`config.mk`:
```
export PLATFORM = sky130hd
export DESIGN_NAME = uart_transmit
export DESIGN_NICKNAME = d
export VERILOG_FILES = /design/src/rtl/uart_transmit.sv
export SDC_FILE = /design/constraint.sdc
export NUM_CORES = 1
export LEC_CHECK = 0
export CAP_MARGIN = 10
export CORE_ASPECT_RATIO = 1.75
export CORE_MARGIN = 2
export CORE_UTILIZATION = 50
export DETAILED_ROUTE_END_ITERATION = 7
export GPL_ROUTABILITY_DRIVEN = 0
export PLACE_DENSITY = 0.74
export SLEW_MARGIN = 20
export SYNTH_ARGS = -nofsm -noshare
export SYNTH_HDL_FRONTEND = slang
export SYNTH_SLANG_ARGS = --single-unit
export TNS_END_PERCENT = 1
```
`constraint.sdc`:
```
create_clock -name clock -period 1.5 [get_ports clock]
set_clock_uncertainty 0.15 [all_clocks]
set_input_delay 0.225 -clock clock [delete_from_list [all_inputs] [get_ports clock]]
set_output_delay 0.225 -clock clock [all_outputs]
set_load 0.1 [all_outputs]
```
`src/rtl/uart_transmit.sv`:
```
`default_nettype none
// ============================================================================
// Module   : uart_transmit
// Purpose  : Serialises one byte per valid/ready handshake into an 8N1 UART
//            frame: start bit (0), data LSB first, optional even parity,
//            stop bit (1). Partner of uart_receive (same CLK_SPEED/BAUD_RATE).
// Revision : 1.0 - initial release
// ----------------------------------------------------------------------------
// Parameters
//   CLK_SPEED  clock frequency in Hz
//   BAUD_RATE  line rate in bit/s
//   BAUD_TICK  (local) CLK_SPEED/BAUD_RATE clock cycles per bit, must be >= 2
//   CNT_WIDTH  (local) width of the baud counter
// Ports
//   clock     in   1  rising-edge clock for every register
//   reset     in   1  synchronous, active-high reset
//   data_in   in   8  byte to send, sampled only on the accept edge
//   in_valid  in   1  source presents a byte on data_in
//   in_ready  out  1  block can accept a byte (high only in IDLE)
//   tx        out  1  serial line, idles high, registered
//   busy      out  1  a frame is in progress (~in_ready)
//   done      out  1  one-cycle pulse in the last cycle of the stop bit
// Configuration
//   UART_TX_PARITY_EN  when defined, an even-parity bit is sent between the
//                      last data bit and the stop bit (11-bit frame).
// ============================================================================
module uart_transmit #(
  parameter int CLK_SPEED = 5_000_000,
  parameter int BAUD_RATE = 9600
) (
  input  logic       clock,
  input  logic       reset,
  input  logic [7:0] data_in,
  input  logic       in_valid,
  output logic       in_ready,
  output logic       tx,
  output logic       busy,
  output logic       done
);

  localparam int BAUD_TICK = CLK_SPEED / BAUD_RATE;
  localparam int CNT_WIDTH = $clog2(BAUD_TICK);
  localparam logic [CNT_WIDTH-1:0] LAST_CNT     = CNT_WIDTH'(BAUD_TICK - 1);
  // done is a flop, so it is loaded one cycle ahead of the final stop cycle.
  localparam logic [CNT_WIDTH-1:0] PRE_LAST_CNT = CNT_WIDTH'(BAUD_TICK - 2);

`ifdef UART_TX_PARITY_EN
  typedef enum logic [2:0] {
    IDLE   = 3'd0,
    START  = 3'd1,
    DATA   = 3'd2,
    PARITY = 3'd3,
    STOP   = 3'd4
  } state_t;
`else
  typedef enum logic [1:0] {
    IDLE  = 2'd0,
    START = 2'd1,
    DATA  = 2'd2,
    STOP  = 2'd3
  } state_t;
`endif

  state_t               state;
  logic [CNT_WIDTH-1:0] count;
  logic [2:0]           bit_cnt;
  logic [7:0]           shreg;
  logic                 bit_end;
`ifdef UART_TX_PARITY_EN
  // Parity is captured at accept time because the shift register is
  // consumed while the data bits go out.
  logic                 parity;
`endif

  assign bit_end = (count == LAST_CNT);

  always_ff @(posedge clock) begin
    if (reset) begin
      state    <= IDLE;
      tx       <= 1'b1;
      in_ready <= 1'b1;
      busy     <= 1'b0;
      done     <= 1'b0;
      count    <= '0;
      bit_cnt  <= '0;
      shreg    <= '0;
`ifdef UART_TX_PARITY_EN
      parity   <= 1'b0;
`endif
    end else begin
      done <= 1'b0;

      // Baud counter runs in every non-IDLE state and wraps on bit_end.
      if (state != IDLE) begin
        count <= bit_end ? '0 : count + 1'b1;
      end

      case (state)
        IDLE: begin
          if (in_valid && in_ready) begin
            shreg    <= data_in;
            count    <= '0;
            tx       <= 1'b0;
            in_ready <= 1'b0;
            busy     <= 1'b1;
            state    <= START;
`ifdef UART_TX_PARITY_EN
            parity   <= ^data_in;
`endif
          end
        end

        START: begin
          if (bit_end) begin
            tx    <= shreg[0];
            state <= DATA;
          end
        end

        DATA: begin
          if (bit_end) begin
            shreg   <= shreg >> 1;
            bit_cnt <= bit_cnt + 3'd1;  // wraps 7 -> 0 after the last bit
            if (bit_cnt == 3'd7) begin
`ifdef UART_TX_PARITY_EN
              tx    <= parity;
              state <= PARITY;
`else
              tx    <= 1'b1;
              state <= STOP;
`endif
            end else begin
              // shreg[1] becomes shreg[0] after this shift.
              tx <= shreg[1];
            end
          end
        end

`ifdef UART_TX_PARITY_EN
        PARITY: begin
          if (bit_end) begin
            tx    <= 1'b1;
            state <= STOP;
          end
        end
`endif

        STOP: begin
          if (count == PRE_LAST_CNT) begin
            done <= 1'b1;
          end
          if (bit_end) begin
            in_ready <= 1'b1;
            busy     <= 1'b0;
            state    <= IDLE;
          end
        end

        default: begin
          tx       <= 1'b1;
          in_ready <= 1'b1;
          busy     <= 1'b0;
          state    <= IDLE;
        end
      endcase
    end
  end

endmodule
`default_nettype wire

```
# Yosys cells after proc, flatten, opt, wreduce, memory -nomap -nowiden
# Cells that the tools add are included.
# word_totals
in_bits,11
reg_bits,27
output_inout_bits,4
word_cells,58
# classes
eq_ne,11
muxes,24
addsub,2
reduce_logical,12
bitwise_logic,1
# ops
cell,n
two-way mux 10 bit,4
"equality test 10 bit, second input constant",2
two-way mux 8 bit,2
one-hot mux 8 bit (2 select lines),1
"adder 10 x 1 -> 10 bit, second input constant",1
two-way mux 2 bit,5
"inequality test 2 bit, second input constant",5
two-way mux 1 bit,8
one-hot mux 2 bit (4 select lines),1
AND reduction 3 bit,2
nonzero test 2 bit,3
AND reduction 5 bit,1
"equality test 2 bit, second input constant",2
one-hot mux 1 bit (2 select lines),2
AND reduction 4 bit,1
"adder 3 x 1 -> 3 bit, second input constant",1
"equality test 3 bit, second input constant",1
one-hot mux 1 bit (3 select lines),1
nonzero test 3 bit,1
"equality test 2 x 1 -> 1 bit, second input constant",1
logical NOT 2 bit,1
AND reduction 2 bit,1
OR reduction 2 bit,1
logical AND 1 bit,1
inverter 1 bit,1

# Depth between registers and ports, before layout
# logic_depth
depth_word,5
mapped_depth,8

# Worst setup path after synthesis
# No wires, ideal clock.
# synth_timing
path_kind,reg2reg
from,reg in_ready
to,reg tx
slack_ps,-666
stages_incl_launch_ff,4
synth_period_minus_slack_ps,2166
arrival_ps,1944
setup_time_ps,72
n_path_buf,0
cell_sequence,dfxtp_1 -> a21boi_1 -> o41ai_2 -> mux2i_1
# synth_between
elab_chain_cells,3
# synth_lines
element,line_no,rtl
start: declaration,35,"output logic in_ready,"
start signal: assignment,81,in_ready <= 1'b1;
start signal: assignment,104,in_ready <= 1'b0;
start signal: assignment,153,in_ready <= 1'b1;
logical AND 1 bit,100,if (in_valid && in_ready) begin
inequality test 2 bit (no source line),--,
AND reduction 4 bit (no source line),--,
end signal: assignment,115,tx <= shreg[0];
end signal: assignment,134,tx <= shreg[1];
end: declaration,36,"output logic tx,"
# Every way passes these cells.
# A chain may end at the register's enable or synchronous reset.

# Worst setup path in the final report
# layout_timing
from,reg count[3]
to,reg shreg[5]
# layout_between
elab_chain_cells,3
# layout_lines
element,line_no,rtl
start: declaration,65,logic [CNT_WIDTH-1:0] count;
start signal: assignment,95,count <= bit_end ? '0 : count + 1'b1;
equality test 10 bit,75,assign bit_end = (count == LAST_CNT);
inequality test 2 bit (no source line),--,
AND reduction 3 bit (no source line),--,
end signal: assignment,101,shreg <= data_in;
end signal: assignment,122,shreg <= shreg >> 1;
end: declaration,67,logic [7:0] shreg;
# Every way passes these cells.

==> flow_metrics.tcl <==
set metrics [dict create \
    outcome "finished with violations" \
    violations "setup timing" \
    ys_types 38 \
    cp_data_required_time_ns 1.54 \
    cp-start-kind "flip-flop" \
    htree_levels 1 \
    leakage_uw 0.00101 \
    multi_input_area_um2 1150 \
    hold_ws_ns 0.366 \
    grt_first_pass_wirelength_um 8080 \
    layout_common_cells "buf_4, nand2_1, dfxtp_1, nor2_1, buf_6" \
    clk_pin_slew_ns 0.10 \
    cp_cell_sequence "nor4b_4 > buf_4 > a41o_4 > a21oi_2 > a311oi_2" \
    grt_antenna_before_repair 0 \
    firstDrtPassIters 5 \
    drt_iter0_drc 67 \
    rows 26 \
    netlist_area_um2 1510 \
    n_antenna_cell 0 \
    synth_top_cell_by_area "dfxtp_1" \
    crit_fanout 6 \
    fin_tns_setup_ns -3.32 \
    io_buffers 14 \
    grt_pass1_vias 1662 \
    synth_edf_count 0 \
    ioPinCount 15 \
    seqCellArea_um2 562 \
    core_um2 2900 \
    vias_per_cell 6.33 \
    cp_num_buf_inv 1 \
    period_share_pct 117 \
    routed_wl_um 5100 \
    synthToLayoutAreaGrowth_pct 64.5 \
    tightest_slew_ns 0.278 \
    wire_per_inst_um 19.6 \
    rsz0062_at_grt "yes" \
    synth_ff_type "dfxtp_1" \
    yosysWarnings 0 \
    crit_type "flip-flop to flip-flop" \
    r2r-start "count[3]" \
    cpPeakStageDelay_ns 0.36 \
    period_minus_slack_ns 1.76 \
    dp_hpwl_um 3070 \
    fillers 135 \
    end_kind "flip-flop" \
    worstSkewPairLatency_ns 0.29 \
    mostFrequentLayoutCell "buf_4" \
    crit_family "compound AO/OA/AOI/OAI gates" \
    die_y_um 76.7 \
    max-clock-path-buffers 2 \
    max_freq_ghz 0.567 \
    ir_worst_vdd_v 0.00176 \
    finalWorstSetupSlack_ns -0.262 \
    hp-start "shreg[2]" \
    avgSynthCellArea_um2 8.83 \
    crit_slowest_cell "dfxtp_2" \
    cts.sinks 27 \
    finalHoldViolations 0 \
    drive_gt1_share_pct 48.7 \
    vias 1647 \
    power_density_nw_per_um2 1900 \
    critPathArrivalTime_ns 1.80 \
    finalMaxSlewViolations 0 \
    clock-root-buffer "clkbuf_8" \
    slew_headroom_pct 81.4 \
    synth_fp_nets 190 \
    start_util_pct 52.2 \
    synth_seq_cells 27 \
    syn_inst 171 \
    synth_top_area_share_pct 35.8 \
    fp.dieW_um 45.5 \
    synth.area.top_cells "dfxtp_1, mux2i_1, ha_1" \
    finalSetupViolations 25 \
    cts_made_buffers 3 \
    drv_cap 0 \
    grt.total_usage_pct 31.5 \
    ys_seq_area_share_pct 35.8 \
    drc_errors 0 \
    cts_tree "done" \
    setup.worst_path.start "count[3]" \
    synthArstFlopShare_pct 0 \
    final_antenna_net_count 0 \
    die-area_um2 3490 \
    finalNetCount 252 \
    hold_path_class "flip-flop to flip-flop" \
    grt_max_degree 15 \
    grt_overflow 0 \
]
tightest hold or removal path, cell delays in order, from the launching register on:
cell and delay, ns:
dfxtp_1 0.32, a21oi_1 0.11, a311oi_1 0.05
report_power, final:
group	leakage, uW	total (uW)	internal [uW]	switching [uW]
logic	0.000763	3220	1650	1580
registers	0.000226	1050	892	158
clock network	0.0000228	444	192	252
path summary, 6_finish.rpt:
kind | end | slack (ns) | cells after the start
setup / recovery | shreg[5] | -0.26 | 5
hold / removal | shreg[2] | 0.37 | 2
setup reg to reg | shreg[5] | -0.26 | 5
hold reg to reg | shreg[2] | 0.37 | 2
flip-flops by register name (all words and copies together), names as in the netlist:
register,count
count,10
shreg,8
bit_cnt,3
state,2
busy,1
done,1
in_ready,1
tx,1
layout make-up:
type,count,area share (%)
multi-input cells,128,46.5
repair buffers,65,26.3
flip-flops and latches,27,22.6
clock buffers,4,1.81
inverters,8,1.41
well taps,28,1.41
synthesized netlist by cell type, types with 2 or more instances:
library cell and instances:
a21oi_2 2, nor4_1 2, o21ai_0 7, a311oi_1 6, clkbuf_1 5, nor4b_4 2
a21oi_1 12, o21a_1 2, nand4_1 3, nand2_1 19, ha_1 8, nor3_1 3
o211a_1 2, a311oi_2 2, nor2_1 17, a31oi_1 5, mux2i_1 11, clkbuf_8 2
inv_1 8, dfxtp_1 27, nand3_1 9
repair_timing:
action / CTS / global route
pin swaps: 22 / 12
buffers inserted: 10 / 0
gates resized for setup: 55 / 13
cloned: 2 / 0
setup endpoints to repair: 26 / 27
hold buffers: 0 / 0
per-stage QoR:
| stage | power [uW] | std cells | area (um^2) | setup WS, ns | utilization [%] |
|---|---|---|---|---|---|
| final | 4720 | 260 | 2480 | -0.262 | 85.8 |
| after global routing | 4940 | 260 | 2480 | -0.303 | 85.8 |
| after CTS | 4490 | 260 | 2430 | -0.126 | 84.0 |
| after detailed placement | 3260 | 244 | 2020 | -0.299 | 69.7 |
| after global placement | 3150 | 244 | 2020 | -0.230 | 69.7 |
| after floorplan | 2420 | 171 | 1560 | -0.0716 | - |
per-layer routing:
| metal | vias to the layer above | part of all wire, % | GRT usage [%] |
|---|---|---|---|
| met5 | - | 0 | 0 |
| met1 | 805 | 35 | 34.2 |
| li1 | 752 | - | - |
| met2 | 71 | 55 | 54.6 |
| met4 | 0 | 4.5 | 16.8 |
| met3 | 19 | 4.8 | 4.47 |
kinds of logic (layout without fill, tap and decap cells):
family,Yosys count,in the layout,synth area share [%]
XOR/XNOR,2,2,1.16
AO/OA/AOI/OAI,47,48,23.0
adder cells (fa/ha/maj),8,8,6.63
buffers and inverters,17,77,6.38
AND/OR/NAND/NOR,59,59,19.8
multiplexers,11,11,7.29
flip-flops,27,27,35.8
No activity file was read; power rests on OpenSTA's default activity.
